[src/rtl/seven_segment_scan_if.sv]
// Pin-side bundle of the seven-segment scanner: shadow-load inputs plus the
// scanned segment/digit outputs and status flags.
interface seven_segment_scan_if #(
    parameter int NUM_DIGITS = 4
);
    logic [4*NUM_DIGITS-1:0] data_in;
    logic [NUM_DIGITS-1:0]   dp;
    logic [NUM_DIGITS-1:0]   blank;
    logic                    lz_en;
    logic                    load;
    logic [7:0]              seg;
    logic [NUM_DIGITS-1:0]   digit;
    logic                    frame;
    logic                    pending;

    modport master (
        output data_in, dp, blank, lz_en, load,
        input  seg, digit, frame, pending
    );

    modport slave (
        input  data_in, dp, blank, lz_en, load,
        output seg, digit, frame, pending
    );
endinterface

[src/rtl/seven_segment_scan.sv]
// Time-multiplexed hex driver for NUM_DIGITS digits on one 7-seg+DP bus, with
// anti-ghost blanking, tear-free frame-synchronous updates and leading-zero blanking.
module seven_segment_scan #(
    parameter int NUM_DIGITS     = 4,
    parameter int REFRESH_DIV    = 50000,
    parameter int BLANK_CYCLES   = 500,
    parameter int SEG_ACTIVE_LOW = 0,
    parameter int DIG_ACTIVE_LOW = 0
) (
    input  logic                clk,
    input  logic                rst,
    seven_segment_scan_if.slave bus
);
    localparam int CNT_W = $clog2(REFRESH_DIV);
    localparam int IDX_W = (NUM_DIGITS > 1) ? $clog2(NUM_DIGITS) : 1;
    localparam logic [CNT_W-1:0]      CNT_LAST  = CNT_W'(REFRESH_DIV - 1);
    localparam logic [CNT_W-1:0]      BLANK_END = CNT_W'(BLANK_CYCLES);
    localparam logic [IDX_W-1:0]      IDX_LAST  = IDX_W'(NUM_DIGITS - 1);
    localparam logic [7:0]            SEG_INV   = (SEG_ACTIVE_LOW != 0) ? 8'hFF : 8'h00;
    localparam logic [NUM_DIGITS-1:0] DIG_INV   = (DIG_ACTIVE_LOW != 0) ? {NUM_DIGITS{1'b1}}
                                                                        : {NUM_DIGITS{1'b0}};

    function automatic logic [6:0] decode_hex(input logic [3:0] nib);
        logic [6:0] segs;
        case (nib)
            4'h0: segs = 7'h3F;
            4'h1: segs = 7'h06;
            4'h2: segs = 7'h5B;
            4'h3: segs = 7'h4F;
            4'h4: segs = 7'h66;
            4'h5: segs = 7'h6D;
            4'h6: segs = 7'h7D;
            4'h7: segs = 7'h07;
            4'h8: segs = 7'h7F;
            4'h9: segs = 7'h6F;
            4'hA: segs = 7'h77;
            4'hB: segs = 7'h7C;
            4'hC: segs = 7'h39;
            4'hD: segs = 7'h5E;
            4'hE: segs = 7'h79;
            4'hF: segs = 7'h71;
            default: segs = 7'h00;
        endcase
        return segs;
    endfunction

    // A digit is a leading zero when it and every more-significant nibble are
    // zero; digit 0 and digits showing a decimal point always stay lit.
    function automatic logic lz_blanked(input logic [4*NUM_DIGITS-1:0] data,
                                        input logic [NUM_DIGITS-1:0]   dp,
                                        input logic [IDX_W-1:0]        idx);
        logic upper_zero;
        upper_zero = 1'b1;
        for (int k = 0; k < NUM_DIGITS; k++) begin
            if ((k >= int'(idx)) && (data[4*k +: 4] != 4'h0)) begin
                upper_zero = 1'b0;
            end else begin
                upper_zero = upper_zero;
            end
        end
        return upper_zero && (idx != {IDX_W{1'b0}}) && !dp[idx];
    endfunction

    logic [CNT_W-1:0]        cnt_r, cnt_nxt_s;
    logic [IDX_W-1:0]        idx_r, idx_nxt_s;
    logic [4*NUM_DIGITS-1:0] shadow_data_r, shadow_data_nxt_s, active_data_r, active_data_nxt_s;
    logic [NUM_DIGITS-1:0]   shadow_dp_r, shadow_dp_nxt_s, active_dp_r, active_dp_nxt_s;
    logic [NUM_DIGITS-1:0]   shadow_blank_r, shadow_blank_nxt_s, active_blank_r, active_blank_nxt_s;
    logic                    pending_r, pending_nxt_s;
    logic [7:0]              seg_r, seg_raw_s;
    logic [NUM_DIGITS-1:0]   digit_r, digit_raw_s, onehot_s;
    logic                    frame_r;
    logic                    slot_end_s, boundary_s, dark_s;
    logic [3:0]              nib_s;

    // Scan position, shadow/active register transfers and decoded next outputs.
    always_comb begin
        cnt_nxt_s          = cnt_r + CNT_W'(1);
        idx_nxt_s          = idx_r;
        shadow_data_nxt_s  = shadow_data_r;
        shadow_dp_nxt_s    = shadow_dp_r;
        shadow_blank_nxt_s = shadow_blank_r;
        active_data_nxt_s  = active_data_r;
        active_dp_nxt_s    = active_dp_r;
        active_blank_nxt_s = active_blank_r;
        pending_nxt_s      = pending_r;
        onehot_s           = {NUM_DIGITS{1'b0}};
        seg_raw_s          = 8'h00;
        digit_raw_s        = {NUM_DIGITS{1'b0}};

        slot_end_s = (cnt_r == CNT_LAST);
        boundary_s = slot_end_s && (idx_r == IDX_LAST);

        if (slot_end_s) begin
            cnt_nxt_s = {CNT_W{1'b0}};
            if (idx_r == IDX_LAST) begin
                idx_nxt_s = {IDX_W{1'b0}};
            end else begin
                idx_nxt_s = idx_r + IDX_W'(1);
            end
        end else begin
            idx_nxt_s = idx_r;
        end

        if (bus.load) begin
            shadow_data_nxt_s  = bus.data_in;
            shadow_dp_nxt_s    = bus.dp;
            shadow_blank_nxt_s = bus.blank;
        end else begin
            shadow_data_nxt_s  = shadow_data_r;
        end

        // A load landing on the frame boundary bypasses the shadow entirely.
        if (boundary_s && bus.load) begin
            active_data_nxt_s  = bus.data_in;
            active_dp_nxt_s    = bus.dp;
            active_blank_nxt_s = bus.blank;
            pending_nxt_s      = 1'b0;
        end else if (boundary_s && pending_r) begin
            active_data_nxt_s  = shadow_data_r;
            active_dp_nxt_s    = shadow_dp_r;
            active_blank_nxt_s = shadow_blank_r;
            pending_nxt_s      = 1'b0;
        end else if (bus.load) begin
            pending_nxt_s = 1'b1;
        end else begin
            pending_nxt_s = pending_r;
        end

        nib_s           = 4'(active_data_r >> {idx_r, 2'b00});
        onehot_s[idx_r] = 1'b1;
        dark_s = (cnt_r < BLANK_END) || active_blank_r[idx_r]
              || (bus.lz_en && lz_blanked(active_data_r, active_dp_r, idx_r));

        if (dark_s) begin
            seg_raw_s   = 8'h00;
            digit_raw_s = {NUM_DIGITS{1'b0}};
        end else begin
            seg_raw_s   = {active_dp_r[idx_r], decode_hex(nib_s)};
            digit_raw_s = onehot_s;
        end
    end

    // State and registered pin outputs; reset parks every pin in its inactive level.
    always_ff @(posedge clk) begin
        if (rst) begin
            cnt_r          <= {CNT_W{1'b0}};
            idx_r          <= {IDX_W{1'b0}};
            shadow_data_r  <= {(4*NUM_DIGITS){1'b0}};
            shadow_dp_r    <= {NUM_DIGITS{1'b0}};
            shadow_blank_r <= {NUM_DIGITS{1'b0}};
            active_data_r  <= {(4*NUM_DIGITS){1'b0}};
            active_dp_r    <= {NUM_DIGITS{1'b0}};
            active_blank_r <= {NUM_DIGITS{1'b0}};
            pending_r      <= 1'b0;
            seg_r          <= SEG_INV;
            digit_r        <= DIG_INV;
            frame_r        <= 1'b0;
        end else begin
            cnt_r          <= cnt_nxt_s;
            idx_r          <= idx_nxt_s;
            shadow_data_r  <= shadow_data_nxt_s;
            shadow_dp_r    <= shadow_dp_nxt_s;
            shadow_blank_r <= shadow_blank_nxt_s;
            active_data_r  <= active_data_nxt_s;
            active_dp_r    <= active_dp_nxt_s;
            active_blank_r <= active_blank_nxt_s;
            pending_r      <= pending_nxt_s;
            seg_r          <= seg_raw_s ^ SEG_INV;
            digit_r        <= digit_raw_s ^ DIG_INV;
            frame_r        <= boundary_s;
        end
    end

    assign bus.seg     = seg_r;
    assign bus.digit   = digit_r;
    assign bus.frame   = frame_r;
    assign bus.pending = pending_r;
endmodule
[src/flat_wrapper.sv]
// flat-port wrapper written by rule: the top's interface ports become plain ports
module seven_segment_scan_flat 
#(
    parameter int NUM_DIGITS     = 4,
    parameter int REFRESH_DIV    = 50000,
    parameter int BLANK_CYCLES   = 500,
    parameter int SEG_ACTIVE_LOW = 0,
    parameter int DIG_ACTIVE_LOW = 0
)
  (clk, rst, bus_data_in, bus_dp, bus_blank, bus_lz_en, bus_load, bus_seg, bus_digit, bus_frame, bus_pending);
  seven_segment_scan_if #(.NUM_DIGITS(NUM_DIGITS)) bus_i ();
  input  logic clk;
  input  logic rst;
  input wire logic [$bits(bus_i.data_in)-1:0] bus_data_in;
  input wire logic [$bits(bus_i.dp)-1:0] bus_dp;
  input wire logic [$bits(bus_i.blank)-1:0] bus_blank;
  input wire logic [$bits(bus_i.lz_en)-1:0] bus_lz_en;
  input wire logic [$bits(bus_i.load)-1:0] bus_load;
  output wire logic [$bits(bus_i.seg)-1:0] bus_seg;
  output wire logic [$bits(bus_i.digit)-1:0] bus_digit;
  output wire logic [$bits(bus_i.frame)-1:0] bus_frame;
  output wire logic [$bits(bus_i.pending)-1:0] bus_pending;
  assign bus_i.data_in = bus_data_in;
  assign bus_i.dp = bus_dp;
  assign bus_i.blank = bus_blank;
  assign bus_i.lz_en = bus_lz_en;
  assign bus_i.load = bus_load;
  assign bus_seg = bus_i.seg;
  assign bus_digit = bus_i.digit;
  assign bus_frame = bus_i.frame;
  assign bus_pending = bus_i.pending;
  seven_segment_scan #(.NUM_DIGITS(NUM_DIGITS), .REFRESH_DIV(REFRESH_DIV), .BLANK_CYCLES(BLANK_CYCLES), .SEG_ACTIVE_LOW(SEG_ACTIVE_LOW), .DIG_ACTIVE_LOW(DIG_ACTIVE_LOW)) u_core (.clk(clk), .rst(rst), .bus(bus_i));
endmodule
[config.mk]
export PLATFORM = sky130hd
export DESIGN_NAME = seven_segment_scan_flat
export DESIGN_NICKNAME = d
export VERILOG_FILES = /design/src/rtl/seven_segment_scan_if.sv /design/src/rtl/seven_segment_scan.sv /design/src/flat_wrapper.sv
export SDC_FILE = /design/constraint.sdc
export NUM_CORES = 1
export LEC_CHECK = 0
export BUFFER_PORTS_ARGS = -buffer_cell sky130_fd_sc_hd__clkbuf_2
export CORE_ASPECT_RATIO = 0.5
export CORE_UTILIZATION = 30
export DETAILED_ROUTE_END_ITERATION = 10
export MAX_ROUTING_LAYER = met4
export PLACE_DENSITY = 0.54
export RECOVER_POWER = 25
export SLEW_MARGIN = 0
export SYNTH_ARGS = -nofsm -noshare
export SYNTH_HDL_FRONTEND = slang
export SYNTH_SLANG_ARGS = --single-unit
[constraint.sdc]
create_clock -name clk -period 2.9 [get_ports clk]
set_clock_uncertainty 0.05 [all_clocks]
set_input_delay 0.58 -clock clk [delete_from_list [all_inputs] [get_ports clk]]
set_output_delay 0.58 -clock clk [all_outputs]
set_load 0.01 [all_outputs]
Word-level counts from Yosys, hierarchy flattened
Memories as Yosys holds them, arrays and structs flattened. A register that Yosys moved wholly into a read port is not among the register bits. Cells that the tools add are included.

$add $sub $neg: 2. $lt $le $gt $ge: 6. Equal/unequal tests: 2. Shift-type cells: 1. Mux-type cells: 17. Reductions and logical operators: 22.

Operators by type and width (number): $mux 16 (2); $add 16x1->16 const B (1); $eq 16x16->1 const B (1); $lt 16x9->1 const B (1); $mux 4 (4); $reduce_bool 4->1 (4); $shr 16x4->4 (1); $logic_and 1x1->1 (10); $mux 1 (7); $bmux 1 s2 (2); $ge 1x2->1 const A (2); $reduce_bool 2->1 (2); $reduce_or 2->1 (2); $lt 2x3->1 const B (1); $reduce_or 3->1 (1); $add 2x1->2 const B (1); $demux 1 s2 (1); $eq 2x2->1 const B (1); $ge 2x1->1 const B (1); $ge 2x2->1 const A (1); $logic_or 1x1->1 (2); $mux 2 (1); $logic_not 1->1 (1).

Register bits: 80. ROM bits: 112. Input port bits: 28. Output and inout bits: 14. Word-level logic and storage cells: 63. Memories kept: 1.

Memories: (name not given) (depth 16, bits a word 7, read ports 1, clocked after Yosys merged registers in 1, write ports 0, RTL line seven_segment_scan.sv:25) `case (nib)`.

Longest topological paths before layout
Gate-level depths: netlist (run 1).

Depth in word-level cells: 11. Depth in mapped cells: 8. Mapped depth without buffers: 7.

Least setup slack after synthesis (run 1)
Ideal clock, no wire load.

Path type: register to register. Start point: register u_core.cnt_r[10]. End point: register u_core.active_data_r[0]. Library setup time: 0.137 ns. Arrival time: 2.114 ns. Slack: 0.600 ns. Stages on the path, launching flop included: 8. Buffers on the path: 2. Cells stage by stage: dfxtp_1 or4_4 or4_1 buf_2 or3_1 buf_2 nand2_1 a21oi_1.

Cells in the longest elaborated chain, start to end: 4. Elaborated cells between the ends (all ways): 6.

RTL lines: start: declaration (RTL line seven_segment_scan.sv:64) `logic [CNT_W-1:0] cnt_r, cnt_nxt_s;`; start signal: assignment (RTL line seven_segment_scan.sv:147) `cnt_r <= {CNT_W{1'b0}};`; start signal: assignment (RTL line seven_segment_scan.sv:160) `cnt_r <= cnt_nxt_s;`; $eq 16x16->1 (*) (RTL line seven_segment_scan.sv:91) `slot_end_s = (cnt_r == CNT_LAST);`; $logic_and 1x1->1 (*) (RTL line seven_segment_scan.sv:92) `boundary_s = slot_end_s && (idx_r == IDX_LAST);`; $logic_and 1x1->1, on equally long branches (RTL line seven_segment_scan.sv:114, seven_segment_scan.sv:119); $mux 16 / $reduce_bool 2->1 (equally long branches); end signal: assignment (RTL line seven_segment_scan.sv:152) `active_data_r <= {(4*NUM_DIGITS){1'b0}};`; end signal: assignment (RTL line seven_segment_scan.sv:165) `active_data_r <= active_data_nxt_s;`; end: declaration (RTL line seven_segment_scan.sv:66) `logic [4*NUM_DIGITS-1:0] shadow_data_r, shadow_data_nxt_s, active_data_r, active_data_nxt_s;`.

Mark *: on every way between the ends. The rest lies on a longest branch, timed or not. A chain may end at the register's enable or synchronous reset.

Worst setup path after layout (run 1)
Start point: register u_core.cnt_r[11]. End point: register u_core.active_dp_r[0].

Cells in the longest elaborated chain, start to end: 4. Elaborated cells between the ends (all ways): 6.

RTL lines: $eq 16x16->1 (*) (RTL line seven_segment_scan.sv:91); $logic_and 1x1->1 (*) (RTL line seven_segment_scan.sv:92); $logic_and 1x1->1, on equally long branches (RTL line seven_segment_scan.sv:114, seven_segment_scan.sv:119); $mux 4 / $reduce_bool 2->1 (equally long branches); end signal: assignment (RTL line seven_segment_scan.sv:153) `active_dp_r <= {NUM_DIGITS{1'b0}};`; end signal: assignment (RTL line seven_segment_scan.sv:166) `active_dp_r <= active_dp_nxt_s;`; end: declaration (RTL line seven_segment_scan.sv:67) `logic [NUM_DIGITS-1:0] shadow_dp_r, shadow_dp_nxt_s, active_dp_r, active_dp_nxt_s;`.

Marks and branches as above.

==> results of run 1 <==
[state kept, by name, summed over array words and instances, names as in the netlist]
name / cells
u_core.shadow_blank_r: 4
u_core.active_data_r: 16
u_core.active_dp_r: 4
u_core.cnt_r: 16
u_core.bus.digit: 4
u_core.bus.frame: 1
u_core.active_blank_r: 4
u_core.bus.pending: 1
u_core.shadow_data_r: 16
u_core.bus.seg: 8
u_core.shadow_dp_r: 4
u_core.idx_r: 2
[cell families after synthesis]
logic type,synth area share (%)
compound gates,13.32
xor+xnor,3.749
fa+ha+maj,4.641
buf+inv,3.784
flops,45.70
mux,11.64
simple gates,17.17
[worst max-delay path, stage by stage, from the launching register on]
cell and delay [ns]:
dfxtp_1 0.34, or4_4 0.53, or4_1 0.71, or3_1 0.55, nand2_1 0.13, a21oi_1 0.06
[routing by layer]
layer  GRT usage [%]  up-vias  routed length, µm
li1                -     1317                  -
met1           17.81     1162               3862
met5               -        -                  0
met2           17.96       41               2904
met3           4.417        9                295
met4           6.238        0                111
[Yosys cell counts, drive strengths merged, types with 5 or more instances]
cell     n  area share [%]
dfxtp   80              46
nor2    66             7.1
nand2   31             3.3
mux2i   25             7.1
a211oi  18             6.0
a21oi   16             2.3
ha      13             4.6
clkbuf  11             1.2
buf     10             1.5
inv     10             1.1
a22o     9             2.2
xnor2    9             2.2
mux4     7             4.5
o21ai    6            0.86
xor2     6             1.5
nor4     5            0.89
[report_power, final]
group | internal [mW] | total (mW) | switching (mW)
clock network | 0.662 | 1.10 | 0.440
registers | 1.12 | 1.13 | 0.00950
logic | 0.0452 | 0.109 | 0.0634
total | 1.83 | 2.34 | 0.513
[through the flow]
step	hold WS [ns]	power (mW)	worst slack [ns]	cell area [µm²]
3_3_place_gp	0.3816	1.267	0.3593	3864
4_1_cts	0.4037	2.381	0.3422	4153
6_report	0.3993	2.343	0.3647	4133
5_1_grt	0.4277	2.443	0.1269	4133
2_1_floorplan	0.3632	1.229	0.5997	3505
3_5_place_dp	0.3956	1.268	0.3634	3864
[worst paths after layout]
kind / end / slack, ns / depth (start not counted)
worst max-delay path: u_core.active_dp_r[0] / 0.36 / 5
worst min-delay path: u_core.cnt_r[0] / 0.40 / 1
worst max register to register: u_core.active_dp_r[0] / 0.36 / 5
worst min register to register: u_core.cnt_r[0] / 0.40 / 1
[final cells by class]
type / count / area (µm²)
Clock inverter: 6 / 60.06
Sequential cell: 80 / 1602
Tap cell: 159 / 198.9
Clock buffer: 10 / 229.0
Timing Repair Buffer: 46 / 235.2
Fill cell: 1140 / 7049
Inverter: 10 / 37.54
Multi-Input combinational cell: 248 / 1770
==> flow_summary.yaml, run 1 <==
power:
  leakage_nw: 1.544
  p_per_area_mw_per_mm2: 566.9
  ir_drop_mv: 0.2897
clock_tree:
  cts_tree: "built"
  cts_hold_buf: 0
  cts_buffers: 9
  cts_buffer_depth: 2
  clk_latency_ns: 0.34
  post-cts-setup-buffers: 0
  htreeDepth: 3
  cts_root_buf: "clkbuf_16"
  cts_resized: 0
  cts_sinks: 80
  cts.clk_slew.worst_paths_ns: 0.06
synth:
  async_flop_share_pct: 0
  yosys_warnings: 0
  synth_edf_count: 0
  synth_ff_type: "dfxtp_1"
  ys_ff_latch: 80
  netlist_instances: 359
  ys_seq_area_share_pct: 45.70
  ys_types: 40
  avgSynthCellArea_um2: 9.762
  syn-cell-area_mm2: 0.003505
  syn-num-nets: 400
placement:
  place_inst: 543
  dpl.hpwl_um: 5043
  place_congestion: 0.8149
  portBuffers: 41
final_layout:
  nNetsFinal: 436
  area_growth_pct: 17.92
  final_cell_mix: "80 x dfxtp_1, 65 x nor2_1, 31 x nand2_1"
  diodes: 0
  final_common_cell: "dfxtp_1"
  stdcell_count: 559
  drive_gt1_share_pct: 18.25
  finish.utilization_pct: 36.96
global_route:
  grt_pass1_vias: 2407
  grt-ovfl-total: 0
  grt_pass1_wl_um: 12000
  antenna_found_initial: 0
  grt_max_degree: 54
  grt_usage_pct: 13.33
timing:
  min_period_ns: 2.535
  tightest_slew_ns: 1.272
  setup_viol: 0
  max_freq_mhz: 394.4
  fin_crit_sh_pct: 87.42
  finalHoldViolCount: 0
  rsz0062_at_grt: "false"
  slew_violations: 0
  setup_tns_ns: 0
  slew_headroom_pct: 15.18
route:
  drt-pass1-iter-count: 4
  drc_errors: 0
  drtIter0Drc: 228
  vias: 2529
  vias_per_cell: 4.524
  ant_nets: 0
  finalWirelength_um: 7173
  post_drt_wl_per_cell_um: 12.83
worst_hold_path:
  worstHoldStart: "u_core.cnt_r[0]"
  min_path_type: "register to register"
setup_path:
  startpoint_type: "register"
  path_class: "register to register"
  rr_startpoint: "u_core.cnt_r[11]"
  critPathCaptureType: "register"
  critPathArrivalTime_ns: 2.66
  critPathMaxFanout: 9
  crit_path_start: "u_core.cnt_r[11]"
  required_ns: 3.02
die:
  io_pins: 42
  coreArea_mm2: 0.01118
  core.rowCount: 27
  start_util_pct: 31.34
  fp.dieArea_mm2: 0.01214
  die_w_um: 154.9
  die_h_um: 78.43
job:
  max_cap_viol_count: 0
run_status:
  status: "complete, no violations"
Note: power is estimated with default switching activity, not from simulation.
==> run 2: changes to the inputs <==
- CTS_BUF_LIST: default -> sky130_fd_sc_hd__clkbuf_8 sky130_fd_sc_hd__clkbuf_16
==> run 2 against run 1 <==
Worst setup slack improved by 0.0022 ns; largest power group unchanged; first-iteration DRC count is the same; cell count unchanged; non-clock buffer count stayed put; fmax hardly changed.
==> flow_summary.yaml, run 2 (same netlist as run 1, synthesis figures left out) <==
global_route:
  grt_max_degree: 54
  grt_usage_pct: 13.33
  antenna_found_initial: 0
  grt-ovfl-total: 0
  grt_pass1_vias: 2407
  grt_pass1_wl_um: 12000
clock_tree:
  cts.clk_slew.worst_paths_ns: 0.06
  cts_hold_buf: 0
  cts_sinks: 80
  clk_latency_ns: 0.34
  htreeDepth: 3
  cts_buffers: 9
  cts_tree: "built"
  cts_root_buf: "clkbuf_16"
  post-cts-setup-buffers: 0
  cts_buffer_depth: 2
  cts_resized: 0
final_layout:
  stdcell_count: 559
  fillerInstances: 1140
  reg.largest.list: "u_core.active_data_r: 16 flops, u_core.cnt_r: 16 flops, u_core.shadow_data_r: 16 flops"
  final_common_cell: "dfxtp_1"
  final_cell_mix: "80 x dfxtp_1, 65 x nor2_1, 31 x nand2_1"
  multiInputGateArea_mm2: 0.001770
  finish.utilization_pct: 36.96
  area_growth_pct: 17.92
  seqCellArea_mm2: 0.001602
  final_cell_area_mm2: 0.004133
  drive_gt1_share_pct: 18.25
  diodes: 0
  nNetsFinal: 436
timing:
  tightest_slew_ns: 1.272
  fin_crit_sh_pct: 87.35
  max_freq_mhz: 394.8
  min_period_ns: 2.533
  finalHoldViolCount: 0
  slew_headroom_pct: 15.23
  holdWs_ns: 0.3993
  rsz0062_at_grt: "false"
  setup_viol: 0
  setup_tns_ns: 0
  worst_slack_ns: 0.3669
  slew_violations: 0
route:
  ant_nets: 0
  drt-pass1-iter-count: 4
  post_drt_wl_per_cell_um: 12.82
  vias_per_cell: 4.521
  finalWirelength_um: 7164
  vias: 2527
  drtIter0Drc: 228
  drc_errors: 0
die:
  start_util_pct: 31.34
  coreArea_mm2: 0.01118
  fp.dieArea_mm2: 0.01214
  die_h_um: 78.43
  core.rowCount: 27
  io_pins: 42
  die_w_um: 154.9
placement:
  portBuffers: 41
  pre_cts_slack_ns: 0.3634
  place_congestion: 0.8149
  place_inst: 543
  place_area_mm2: 0.003864
  dpl.hpwl_um: 5043
setup_path:
  path_class: "register to register"
  startpoint_type: "register"
  critPathCaptureType: "register"
  required_ns: 3.02
  critPathMaxFanout: 9
  critPathArrivalTime_ns: 2.65
job:
  max_cap_viol_count: 0
power:
  ir_drop_mv: 0.2897
  leakage_nw: 1.548
  total_power_mw: 2.338
  p_per_area_mw_per_mm2: 565.6
run_status:
  status: "complete, no violations"
worst_hold_path:
  min_path_type: "register to register"
-- run 2: worst max-delay path, stage by stage (launching register included) --
cell and delay (ns):
dfxtp_1 0.34, or4_4 0.53, or4_1 0.70, or3_1 0.55, nand2_1 0.13, a21oi_1 0.06
-- run 2: area by class of cell --
type	instances	share of cell area [%]
well taps	159	4.814
repair buffers	46	5.692
clock buffers	9	5.450
clock inverters	7	1.544
multi-input cells	248	42.84
flip-flops and latches	80	38.75
inverters	10	0.9083
-- run 2: routing by layer --
metal  vias up  routed length (µm)  global-route usage (%)
met4         0                 111                   6.238
li1       1317                   -                       -
met2        41                2910                   17.96
met5         -                   0                       -
met1      1160                3847                   17.81
met3         9                 295                   4.417
-- run 2: power breakdown --
part,leakage [nW],total (mW),switching (mW),internal (mW)
Combinational,0.755,0.109,0.0634,0.0452
Sequential,0.650,1.13,0.00950,1.12
Clock,0.142,1.10,0.438,0.658
-- run 2: path summary, 6_finish.rpt --
path                                  startpoint                    end  slack, ns  depth (start not counted)
worst max-delay path            u_core.cnt_r[11]  u_core.active_dp_r[0]       0.37                          5
worst min-delay path             u_core.cnt_r[0]        u_core.cnt_r[0]       0.40                          1
worst max register to register  u_core.cnt_r[11]  u_core.active_dp_r[0]       0.37                          5
worst min register to register   u_core.cnt_r[0]        u_core.cnt_r[0]       0.40                          1
==> run 3: changes to the inputs <==
- ABC_CLOCK_PERIOD_IN_PS: default -> 3200
- clock period: 2.9 -> 3.2 ns (I/O delays scaled with it)
==> run 3 against run 2 <==
Combinational power decreased by 10%; core utilization grew 0.089 points; wire length is 2.3% lower; critical path depth increased by 1; design area is 0.24% higher.
==> flow_summary.yaml, run 3 (same netlist as run 1, synthesis figures left out) <==
run_status:
  status: "complete, no violations"
clock_tree:
  clk_latency_ns: 0.34
  htreeDepth: 3
  cts_root_buf: "clkbuf_16"
  cts_sinks: 80
  cts_resized: 0
  cts_hold_buf: 0
  cts_tree: "built"
  post-cts-setup-buffers: 0
  cts_buffers: 9
  cts.clk_slew.worst_paths_ns: 0.06
  cts_buffer_depth: 2
power:
  p_per_area_mw_per_mm2: 534.6
  ir_drop_mv: 0.2288
  leakage_nw: 1.550
placement:
  place_inst: 542
  pre_cts_slack_ns: 0.6105
  dpl.hpwl_um: 4989
  place_congestion: 0.8342
  portBuffers: 41
die:
  die_h_um: 78.43
  die_w_um: 154.9
  io_pins: 42
  fp.dieArea_mm2: 0.01214
  core.rowCount: 27
  start_util_pct: 31.34
  coreArea_mm2: 0.01118
setup_path:
  cp.buffers_inverters: 1
  critPathCaptureType: "register"
  r2r_cells: 6
  rrSetupSlack_ns: 0.59
  rr_startpoint: "u_core.cnt_r[11]"
  r2r-end: "u_core.active_data_r[8]"
  critPathMaxFanout: 30
  critPathArrivalTime_ns: 2.80
  critical-path-max-stage-delay_ns: 0.72
  crit_chain: "or4_4 > or4_1 > nor3_4 > buf_4 > nor2_1 > a211oi_2"
  slowest_stage: "or4_1"
  startpoint_type: "register"
  required_ns: 3.39
  cp_top_family: "simple AND/OR/NAND/NOR gates"
  path_class: "register to register"
final_layout:
  nNetsFinal: 435
  area_growth_pct: 18.21
  stdcell_count: 558
  reg.largest.list: "u_core.active_data_r: 16 flops, u_core.cnt_r: 16 flops, u_core.shadow_data_r: 16 flops"
  diodes: 0
  drive_gt1_share_pct: 18.05
  fillerInstances: 1130
  final_cell_mix: "80 x dfxtp_1, 65 x nor2_1, 31 x nand2_1"
  final_common_cell: "dfxtp_1"
route:
  drt-pass1-iter-count: 4
  finalWirelength_um: 6997
  drtIter0Drc: 142
  vias: 2501
  ant_nets: 0
  drc_errors: 0
  post_drt_wl_per_cell_um: 12.54
  vias_per_cell: 4.482
job:
  max_cap_viol_count: 0
timing:
  setup_viol: 0
  slew_headroom_pct: 16.02
  fin_crit_sh_pct: 81.65
  slew_violations: 0
  finalHoldViolCount: 0
  max_freq_mhz: 382.7
  tightest_slew_ns: 1.260
  min_period_ns: 2.613
  worst_slack_ns: 0.5872
  rsz0062_at_grt: "false"
  setup_tns_ns: 0
global_route:
  grt_usage_pct: 12.99
  antenna_found_initial: 0
  grt-ovfl-total: 0
  grt_pass1_vias: 2400
  grt_max_degree: 55
  grt_pass1_wl_um: 11940
worst_hold_path:
  hold_depth: 1
  worstHoldStart: "u_core.cnt_r[0]"
  min_path_type: "register to register"
  hold-path-endpoint: "u_core.cnt_r[0]"
-- run 3: cell count changes in the layout (fill, tap and decap cells not counted), sizes merged --
cell / before / now
buf: 4 / 3
clkinvlp: 2 / 1
bufinv: 1 / 2
-- run 3: cell type report --
| cell class | instances | area [µm²] | area share (%) |
|---|---|---|---|
| Clock buffer | 9 | 225.2 | 5.436 |
| Sequential cell | 80 | 1602 | 38.66 |
| Multi-Input combinational cell | 248 | 1770 | 42.74 |
| Tap cell | 159 | 198.9 | 4.802 |
| Clock inverter | 7 | 95.09 | 2.295 |
| Inverter | 10 | 37.54 | 0.9061 |
| Timing Repair Buffer | 45 | 214.0 | 5.165 |
-- run 3: worst max path at each step --
stage          cells after the start                       end        startpoint
2_1_floorplan                      7   u_core.active_data_r[0]  u_core.cnt_r[10]
3_3_place_gp                       6   u_core.active_data_r[7]  u_core.cnt_r[10]
3_5_place_dp                       6  u_core.active_data_r[14]  u_core.cnt_r[10]
4_1_cts                            6   u_core.active_data_r[8]  u_core.cnt_r[10]
5_1_grt                            5         u_core.bus.seg[3]   u_core.idx_r[0]
6_report                           6   u_core.active_data_r[8]  u_core.cnt_r[11]
-- run 3: where the power goes --
| group | total, mW | switching [mW] | internal, mW |
|---|---|---|---|
| combinational | 0.0980 | 0.0573 | 0.0407 |
| sequential | 1.03 | 0.00826 | 1.02 |
| clock | 1.09 | 0.407 | 0.684 |
-- run 3: through the flow --
| stage | instance area [µm²] | power [mW] | hold WS (ns) | utilization [%] |
|---|---|---|---|---|
| 3_3_place_gp | 3844 | 1.148 | 0.3846 | 34.37 |
| 5_1_grt | 4143 | 2.296 | 0.4181 | 37.05 |
| 6_report | 4143 | 2.215 | 0.3907 | 37.05 |
| 2_1_floorplan | 3505 | 1.114 | 0.3632 | - |
| 4_1_cts | 4164 | 2.249 | 0.3969 | 37.24 |
| 3_5_place_dp | 3844 | 1.149 | 0.3853 | 34.37 |
-- run 3: layer usage --
layer | track usage [%] | share of wire [%] | up-vias
met4 | 4.752 | 1.5 | 0
met1 | 17.53 | 54 | 1137
li1 | - | - | 1321
met2 | 18.10 | 40 | 32
met5 | - | 0 | -
met3 | 3.976 | 3.8 | 11
